### config.mk
export PLATFORM = sky130hd
export DESIGN_NAME = sync_fifo_param
export DESIGN_NICKNAME = d
export VERILOG_FILES = /design/src/rtl/sync_fifo_param_pkg.sv /design/src/rtl/sync_fifo_param_mem_dp.sv /design/src/rtl/sync_fifo_param.sv
export SDC_FILE = /design/constraint.sdc
export NUM_CORES = 1
export LEC_CHECK = 0
export BUFFER_PORTS_ARGS = -buffer_cell sky130_fd_sc_hd__buf_2
export CORE_AREA = 2 2 102 104
export CTS_BUF_LIST = sky130_fd_sc_hd__clkbuf_16
export CTS_CLUSTER_SIZE = 25
export DETAILED_ROUTE_END_ITERATION = 16
export DIE_AREA = 0 0 104 106
export HOLD_SLACK_MARGIN = 0.15
export PLACE_DENSITY = 0.83
export SLEW_MARGIN = 15
export SYNTH_ARGS = -nofsm -noshare
export SYNTH_HDL_FRONTEND = slang
export SYNTH_SLANG_ARGS = --single-unit
### constraint.sdc
create_clock -name clk -period 10.5 [get_ports clk]
set_clock_uncertainty 0.2 [all_clocks]
set_input_delay 1.575 -clock clk [delete_from_list [all_inputs] [get_ports clk]]
set_output_delay 1.575 -clock clk [all_outputs]
set_load 0.02 [all_outputs]
### src/rtl/sync_fifo_param_pkg.sv
// -----------------------------------------------------------------------------
// sync_fifo_param_pkg
// Shared definitions for the synchronous FIFO family:
//   - read-mode selectors (standard / first-word-fall-through)
//   - helpers that derive depth and pointer widths from the address width
// No ports; imported by sync_fifo_param and its memory sub-module.
// -----------------------------------------------------------------------------
package sync_fifo_param_pkg;

  localparam int FIFO_MODE_STD  = 0;
  localparam int FIFO_MODE_FWFT = 1;

  // Number of words addressed by an address of ptr_w bits.
  function automatic int fifo_depth(input int ptr_w);
    return 1 << ptr_w;
  endfunction

  // Pointers carry one extra wrap bit so full and empty remain distinguishable.
  function automatic int fifo_ptr_width(input int ptr_w);
    return ptr_w + 1;
  endfunction

endpackage

### src/rtl/sync_fifo_param_mem_dp.sv
// -----------------------------------------------------------------------------
// sync_fifo_param_mem_dp
// DEPTH x DWIDTH register array with one synchronous write port and one
// asynchronous (combinational) read port. Contents are not reset.
// Ports:
//   clk    in   write clock
//   we     in   write enable
//   waddr  in   write address
//   wdata  in   write data
//   raddr  in   read address
//   rdata  out  mem[raddr], combinational
// -----------------------------------------------------------------------------
module sync_fifo_param_mem_dp
  import sync_fifo_param_pkg::*;
#(
  parameter int DWIDTH   = 8,
  parameter int PTRWIDTH = 4
) (
  input  logic                clk,
  input  logic                we,
  input  logic [PTRWIDTH-1:0] waddr,
  input  logic [DWIDTH-1:0]   wdata,
  input  logic [PTRWIDTH-1:0] raddr,
  output logic [DWIDTH-1:0]   rdata
);

  localparam int DEPTH = fifo_depth(PTRWIDTH);

  logic [DWIDTH-1:0] mem [DEPTH];

  always_ff @(posedge clk) begin
    if (we) begin
      mem[waddr] <= wdata;
    end
  end

  assign rdata = mem[raddr];

endmodule

### src/rtl/sync_fifo_param.sv
// -----------------------------------------------------------------------------
// sync_fifo_param
// Single-clock parametrised FIFO with standard or first-word-fall-through
// read mode, fill count, almost-full/almost-empty thresholds, sticky
// overflow/underflow flags and a synchronous flush.
// Ports:
//   clk           in   rising-edge clock
//   reset_L       in   asynchronous active-low reset
//   clr           in   synchronous flush (wins over push/pop, clears flags)
//   push, wdata   in   write request / data
//   full          out  count == DEPTH
//   almost_full   out  count >= AF_LEVEL
//   pop           in   read request
//   rdata         out  read data (registered in std mode, head word in FWFT)
//   empty         out  count == 0
//   almost_empty  out  count <= AE_LEVEL
//   count         out  words stored, 0..DEPTH
//   overflow      out  sticky: push seen while full
//   underflow     out  sticky: pop seen while empty
// -----------------------------------------------------------------------------
module sync_fifo_param
  import sync_fifo_param_pkg::*;
#(
  parameter int DWIDTH   = 8,
  parameter int PTRWIDTH = 4,
  parameter int FWFT     = 0,
  parameter int AF_LEVEL = 14,
  parameter int AE_LEVEL = 2
) (
  input  logic              clk,
  input  logic              reset_L,
  input  logic              clr,
  input  logic              push,
  input  logic [DWIDTH-1:0] wdata,
  output logic              full,
  output logic              almost_full,
  input  logic              pop,
  output logic [DWIDTH-1:0] rdata,
  output logic              empty,
  output logic              almost_empty,
  output logic [PTRWIDTH:0] count,
  output logic              overflow,
  output logic              underflow
);

  localparam int DEPTH = fifo_depth(PTRWIDTH);
  localparam int PW    = fifo_ptr_width(PTRWIDTH);

  localparam logic [PTRWIDTH:0] DEPTH_CNT = PW'(DEPTH);
  localparam logic [PTRWIDTH:0] AF_CNT    = PW'(AF_LEVEL);
  localparam logic [PTRWIDTH:0] AE_CNT    = PW'(AE_LEVEL);
  localparam logic [PTRWIDTH:0] PTR_ONE   = PW'(1);

  if (PTRWIDTH < 1) begin : g_chk_ptr
    $fatal(1, "sync_fifo_param: PTRWIDTH must be >= 1");
  end
  if (AF_LEVEL < 1 || AF_LEVEL > DEPTH) begin : g_chk_af
    $fatal(1, "sync_fifo_param: AF_LEVEL must be in 1..DEPTH");
  end
  if (AE_LEVEL < 0 || AE_LEVEL > DEPTH - 1) begin : g_chk_ae
    $fatal(1, "sync_fifo_param: AE_LEVEL must be in 0..DEPTH-1");
  end
  if (FWFT != FIFO_MODE_STD && FWFT != FIFO_MODE_FWFT) begin : g_chk_mode
    $fatal(1, "sync_fifo_param: FWFT must be 0 or 1");
  end

  logic [PTRWIDTH:0] wrptr;
  logic [PTRWIDTH:0] rdptr;
  logic              wr_en;
  logic              rd_en;
  logic [DWIDTH-1:0] mem_rdata;

  // Modular subtraction of the wrap-extended pointers yields 0..DEPTH.
  assign count        = wrptr - rdptr;
  assign full         = (count == DEPTH_CNT);
  assign empty        = (count == '0);
  assign almost_full  = (count >= AF_CNT);
  assign almost_empty = (count <= AE_CNT);

  // Flush suppresses both ports so nothing lands in memory that cycle.
  assign wr_en = push && !full  && !clr;
  assign rd_en = pop  && !empty && !clr;

  always_ff @(posedge clk or negedge reset_L) begin
    if (!reset_L) begin
      wrptr     <= '0;
      rdptr     <= '0;
      overflow  <= 1'b0;
      underflow <= 1'b0;
    end else if (clr) begin
      wrptr     <= '0;
      rdptr     <= '0;
      overflow  <= 1'b0;
      underflow <= 1'b0;
    end else begin
      if (wr_en) wrptr <= wrptr + PTR_ONE;
      if (rd_en) rdptr <= rdptr + PTR_ONE;
      if (push && full)  overflow  <= 1'b1;
      if (pop  && empty) underflow <= 1'b1;
    end
  end

  sync_fifo_param_mem_dp #(
    .DWIDTH   (DWIDTH),
    .PTRWIDTH (PTRWIDTH)
  ) u_mem (
    .clk   (clk),
    .we    (wr_en),
    .waddr (wrptr[PTRWIDTH-1:0]),
    .wdata (wdata),
    .raddr (rdptr[PTRWIDTH-1:0]),
    .rdata (mem_rdata)
  );

  if (FWFT == FIFO_MODE_FWFT) begin : g_fwft
    // Head word is shown directly; forced to zero when empty so the output
    // never exposes uninitialised memory.
    assign rdata = empty ? '0 : mem_rdata;
  end else begin : g_std
    logic [DWIDTH-1:0] rdata_q;

    // Holds across flush; only an accepted pop updates it.
    always_ff @(posedge clk or negedge reset_L) begin
      if (!reset_L) begin
        rdata_q <= '0;
      end else if (rd_en) begin
        rdata_q <= mem_rdata;
      end
    end

    assign rdata = rdata_q;
  end

endmodule

-- Word level (Yosys, flattened, before mapping)
Memories as Yosys holds them, arrays and structs flattened. A register that Yosys moved wholly into a read port is not among the register bits.
Index checks and enable logic that the tools add are counted.
- bits in registers: 12
- bits in latches: 0
- memory bits (writable): 128
- ROM bits: 0
- input port bits: 13
- output and inout port bits: 19
- logic and storage cells: 36
- memories kept: 1
- memories (memory ; depth ; bits a word ; rd ports ; clocked after Yosys merged registers in ; wr ports ; line ; text):
    u_mem.mem ; 16 ; 8 ; 1 ; 1 ; 1 ; sync_fifo_param_mem_dp.sv:29 ; logic [DWIDTH-1:0] mem [DEPTH];
- add/subtract/negate cells: 3
- $mul: 0
- div/mod/pow operators: 0
- order comparisons: 2
- eq/ne operators: 1
- shift-type cells: 0
- muxes and demuxes: 10
- bitwise logic cells: 0
- reduce and logical (&&, ||, !) cells: 15
- operators with widths (cell ; number):
    two-way mux 5 bit ; 4
    adder 5 x 1 -> 5 bit (second input constant) ; 2
    nonzero test 2 bit ; 4
    logical AND 1 bit ; 6
    two-way mux 1 bit ; 6
    == test 5 bit (second input constant) ; 1
    >= comparator 5 x 4 -> 1 bit (second input constant) ; 1
    <= comparator 5 x 2 -> 1 bit (second input constant) ; 1
    zero test 5 bit ; 1
    subtractor 5 bit ; 1
    zero test 1 bit ; 4

-- Logic depth before layout (Yosys ltp)
- depth in word-level cells: 7
- depth in mapped cells: 11
- gate-level depth less buffers: 10

-- Modules after synthesis
Synthesis repeated with hierarchy kept, for this count alone.
- cells, all modules: 332
- area total of the unflattened synthesis: 6139.6 um^2
- modules (own cells, without submodules) (module ; instances ; cells an instance ; area each (um^2) ; sequential area each (um^2)):
    sync_fifo_param_mem_dp ; 1 ; 221 ; 4987.3 ; 3843.7
    sync_fifo_param ; 1 ; 111 ; 1152.4 ; 500.5

-- Worst setup path before layout
OpenSTA, ideal clock, no wires.
- kind: register to output
- start point: register wrptr[0]
- end point: output port almost_empty
- arrival time: 3.031 ns
- data required time: 8.725 ns
- path slack: 5.694 ns
- cell stages (with the launch flop): 9
- buffers on the path: 0
- path through: dfrtp_1 > inv_1 > ha_1 > fa_1 > nand2b_1 > a21oi_1 > xor2_2 > inv_2 > a2111oi_0
- word-level cells in the longest chain between the ends: 2
- RTL lines (item ; line ; text):
    start: declaration ; sync_fifo_param.sv:67 ; logic [PTRWIDTH:0] wrptr;
    start signal: assignment ; sync_fifo_param.sv:96 ; if (wr_en) wrptr <= wrptr + PTR_ONE;
    subtractor 5 bit ; sync_fifo_param.sv:74 ; assign count = wrptr - rdptr;
    via count[4] ; sync_fifo_param.sv:41 ; output logic [PTRWIDTH:0] count,
    <= comparator 5 x 2 -> 1 bit ; sync_fifo_param.sv:78 ; assign almost_empty = (count <= AE_CNT);
    end: declaration ; sync_fifo_param.sv:40 ; output logic almost_empty,
The timed path passes the listed nets, and every way through them passes these cells.

-- Worst setup path in the final report
- start point: register rdptr[1]
- end point: output port almost_empty
- word-level cells in the longest chain between the ends: 2
- RTL lines (item ; line ; text):
    start: declaration ; sync_fifo_param.sv:68 ; logic [PTRWIDTH:0] rdptr;
    start signal: assignment ; sync_fifo_param.sv:97 ; if (rd_en) rdptr <= rdptr + PTR_ONE;
    subtractor 5 bit ; sync_fifo_param.sv:74 ;
    <= comparator 5 x 2 -> 1 bit ; sync_fifo_param.sv:78 ;
No other way between the ends.

==> flow_results.org <==
** Outcome
- The flow ran to the end, and the final reports show no timing, DRC or antenna violations.

** Timing
- Static timing analysis puts the maximum clock frequency at slightly above 200 MHz.
- Setup violations remaining at the end of the flow were counted as 0.
- Final count of pins violating max slew :: 0
- Headroom to the max-slew limit came out at 21.6%.
- Setup repair after global routing left no endpoint under its margin.
- Tightest Pin Transition :: roughly 1.2 ns
- Setup slack of the critical path after layout :: 5.61 ns
- Summed over all failing endpoints, the final setup total negative slack is 0 ns.
- Of the available clock period, the critical path in the final layout requires 46.6%.
- The hold violation count in the final report was 0.
- The worst path needs between 4 and 5 ns of the cycle, external delays included.

** Floorplanning
- The initial utilization of the core area, before any placement, comes to between 60% and 70%.
- Rows :: 37
- Overall die height :: about 110 um
- The die is between 100 and 150 um wide.
- The core region is between 9000 and 10,000 um^2.
- Die area :: around 11,000 um^2
- Number of top-level pins :: 32

** Drt
- Initial detailed-routing violation count :: about 380
- The count of nets left with antenna violations once routing finished came out at 0.
- Via total after detailed routing :: 3,274
- The final layout contains routed wiring with a total length of ~13,000 um.
- Total iterations of the first detailed-routing run :: 5
- In the final routed layout, each cell accounts on average for roughly 25 um.
- In the routed layout, each cell is associated on average with a via count of roughly 6.3.
- For this run, design rule violations remaining after detail routing come to 0.

** Final layout
- Nets :: approximately 390
- The repair_antennas step left the layout with diodes totalling 0.
- Share of post-route cells with drive strength above 1 :: between 20% and 30%
- Area added between synthesis and finish :: 13.1%

** Clock tree
- CTS clock-pin slew for the worst setup and hold paths :: 0.06 ns
- For this design, the CTS-stage hold fixing added 0 buffers.
- Clock latency on the worst-skew pair :: around 0.42 ns
- Longest Clk Path Bufs :: 2
- The cell sitting at the root of the clock tree is a sky130_fd_sc_hd__clkbuf_16.
- Clock tree synthesis found a total of between 100 and 150 sinks.
- The number of setup buffers added after CTS is 0.
- TritonCTS built the clock tree.
- Count of cells resized by post-cts repair :: 0
- The clock tree synthesis step divided the H-tree into 4 levels.
- Number of clock buffers inserted by TritonCTS :: 17

** Place
- Total half-perimeter wirelength after legalization and detailed placement :: ~7800 um
- Routability-driven placement finished with a final weighted congestion of approximately 0.87.
- In this run the tool buffered the top-level ports with 31 buffer cells.
- Setup slack at placement :: around 6 ns

** Setup path
- Data arrives at the worst endpoint at roughly 3.1 ns.
- Class of the most critical setup path :: reg2out
- STA classifies the critical path endpoint as a primary output.
- Worst setup SP type :: flop
- In this run the worst path has a maximum fanout of 37.
- Number of cells traversed by the worst register-to-register path :: 7
- On the critical path, the stage with the largest delay is an instance of sky130_fd_sc_hd__fa_1.
- In this run the critical register-to-register path is launched from rdptr[2].
- Traced cell by cell, the critical path runs through buf_4 -> fa_1 -> nand2b_1 -> a21oi_1 -> xor2_2 -> inv_2 -> a2111oi_0 -> buf_2.
- Reg-to-reg critical path endpoint :: u_mem.mem[8][5]
- The largest single stage delay on the critical path is 0.50 ns.
- Required time of the critical path :: approximately 8.7 ns
- Setup slack on the worst reg-to-reg path comes out at about 6.5 ns.

** Yosys
- For this run, the leading register cell type out of synthesis is sky130_fd_sc_hd__edfxtp_1.
- The synthesized design devotes to its leading area cell type 60.8% of total area.
- Each instance of the synthesized netlist takes up on average ~19 um^2.
- sky130_fd_sc_hd__edfxtp_1 is the most common cell in the netlist.
- The largest total area in the synthesized netlist belongs to sky130_fd_sc_hd__edfxtp_1.
- The synthesized netlist occupies a cell area of ~6300 um^2.
- In the synthesized netlist, the number of instances is 327.
- Counting distinct cell types in the post-synthesis netlist gives 44.
- For this run, the number of Yosys warnings is 0.
- Number of nets produced by synthesis :: 350
- Of the synthesized area, sequential elements account for between 60% and 70%.
- Number of flip-flops and latches in the synthesized netlist :: 148
- In this run, synthesis inferred 128 flip-flops with an integrated enable.
- Sorting the synthesized cells by area gives the leading types as sky130_fd_sc_hd__edfxtp_1 (61%), sky130_fd_sc_hd__mux4_1 (8.7%), sky130_fd_sc_hd__dfrtp_1 (7.9%).
- Share of async-settable or async-resettable flops after synthesis :: between 10% and 20%
- In the synthesized netlist, the cells that appear most often are sky130_fd_sc_hd__edfxtp_1 (128), sky130_fd_sc_hd__mux4_1 (21), sky130_fd_sc_hd__nor2_1 (21).

** GRT
- Entering global routing, the biggest net connects 38 pins.
- Residual overflow from global routing :: 0
- Number of global-route vias before repair :: ~3,300
- Gr usage total :: 25.6%
- Number of antenna violations at the first check in global routing :: 0
- The first global-routing pass estimated ~20,000 um of wire.

** Power
- Max rail drop VDD :: 0.000192 V
- Power per cell area :: 246 nW/um^2
- Pleak :: 0.00254 uW

** Worst hold path
- The path with the worst hold slack has its endpoint at rdata[0].
- Worst Hold Class :: reg2reg
- Number of instances on the worst hold path :: 1
- The worst hold path begins at rdata[0].

** Flow run
- Max-cap violations in this run came to 0.
## stage by stage
stage | instances | hold slack [ns] | utilization (%) | total power [uW] | cell area [um^2]
3_3_place_gp | 485 | 0.271 | 65.8 | 1170 | 6580
2_1_floorplan | 327 | 0.385 | - | 1070 | 6320
5_1_grt | 517 | 0.322 | 71.5 | 1820 | 7150
6_report | 517 | 0.304 | 71.5 | 1760 | 7150
3_5_place_dp | 485 | 0.294 | 65.8 | 1180 | 6580
4_1_cts | 517 | 0.308 | 71.5 | 1770 | 7150
## layout make-up
cell class                      count  area [um^2]
Inverter                           13         48.8
Fill cell                         593         2850
Clock buffer                       17          425
Tap cell                          136          170
Clock inverter                     15          149
Sequential cell                   148         4350
Timing Repair Buffer               36          193
Multi-Input combinational cell    152         1820
## per-layer routing
layer  up-vias  GRT usage (%)  routed length [um]
li1       1411              -                   -
met1      1679           33.3                5170
met2       156           41.4                6640
met3        28           5.33                 834
met4         0           13.8                 477
met5         -              0                   0
## cells by family after synthesis
family                     Yosys count  share of synthesized area (%)
AOI/OAI and AO/OA                   23                           2.59
xor gates and xnor gates             3                          0.534
adders and majority gates           10                           2.10
buffers and inverters               27                           2.81
DFF                                148                           68.7
muxes                               56                           18.3
and+or+nand+nor                     60                           4.99
## flip-flops by register name, indices dropped and copies added, names as in the netlist
signal,count
wrptr,5
overflow,1
underflow,1
rdata,8
rdptr,5
u_mem.mem,128
## layout by cell type, fill, tap and decap left out, drive strengths merged, types with 7 or more instances in the layout
cell	instances
edfxtp	128
mux4	40
buf	36
nor2	21
dfrtp	20
inv	19
clkbuf	17
mux2	14
ha	9
nand2	7
clkinv	7
## power by group
part / internal, uW / leakage [uW] / switching [uW]
logic: 200 / 0.000845 / 278
registers: 675 / 0.00141 / 18.0
clock network: 333 / 0.000283 / 258
## critical path, delay by kind of cell (launching register included)
family / cells / cell delay, ns
compound gates: 2 / 0.61
xor+xnor: 1 / 0.36
fa+ha+maj: 1 / 0.50
buf+inv: 3 / 0.70
flops: 1 / 0.36
simple gates: 1 / 0.16
## how the worst max path moves through the flow
stage,slack (ns),depth (start not counted),endpoint,start
6_report,5.61,8,almost_empty,rdptr[1]
3_5_place_dp,6.07,8,almost_empty,rdptr[1]
3_3_place_gp,6.14,8,almost_empty,rdptr[1]
2_1_floorplan,5.69,8,almost_empty,wrptr[0]
4_1_cts,5.62,8,almost_empty,rdptr[1]
5_1_grt,5.39,8,almost_empty,rdptr[2]
Note: power is estimated with default switching activity, not from simulation.
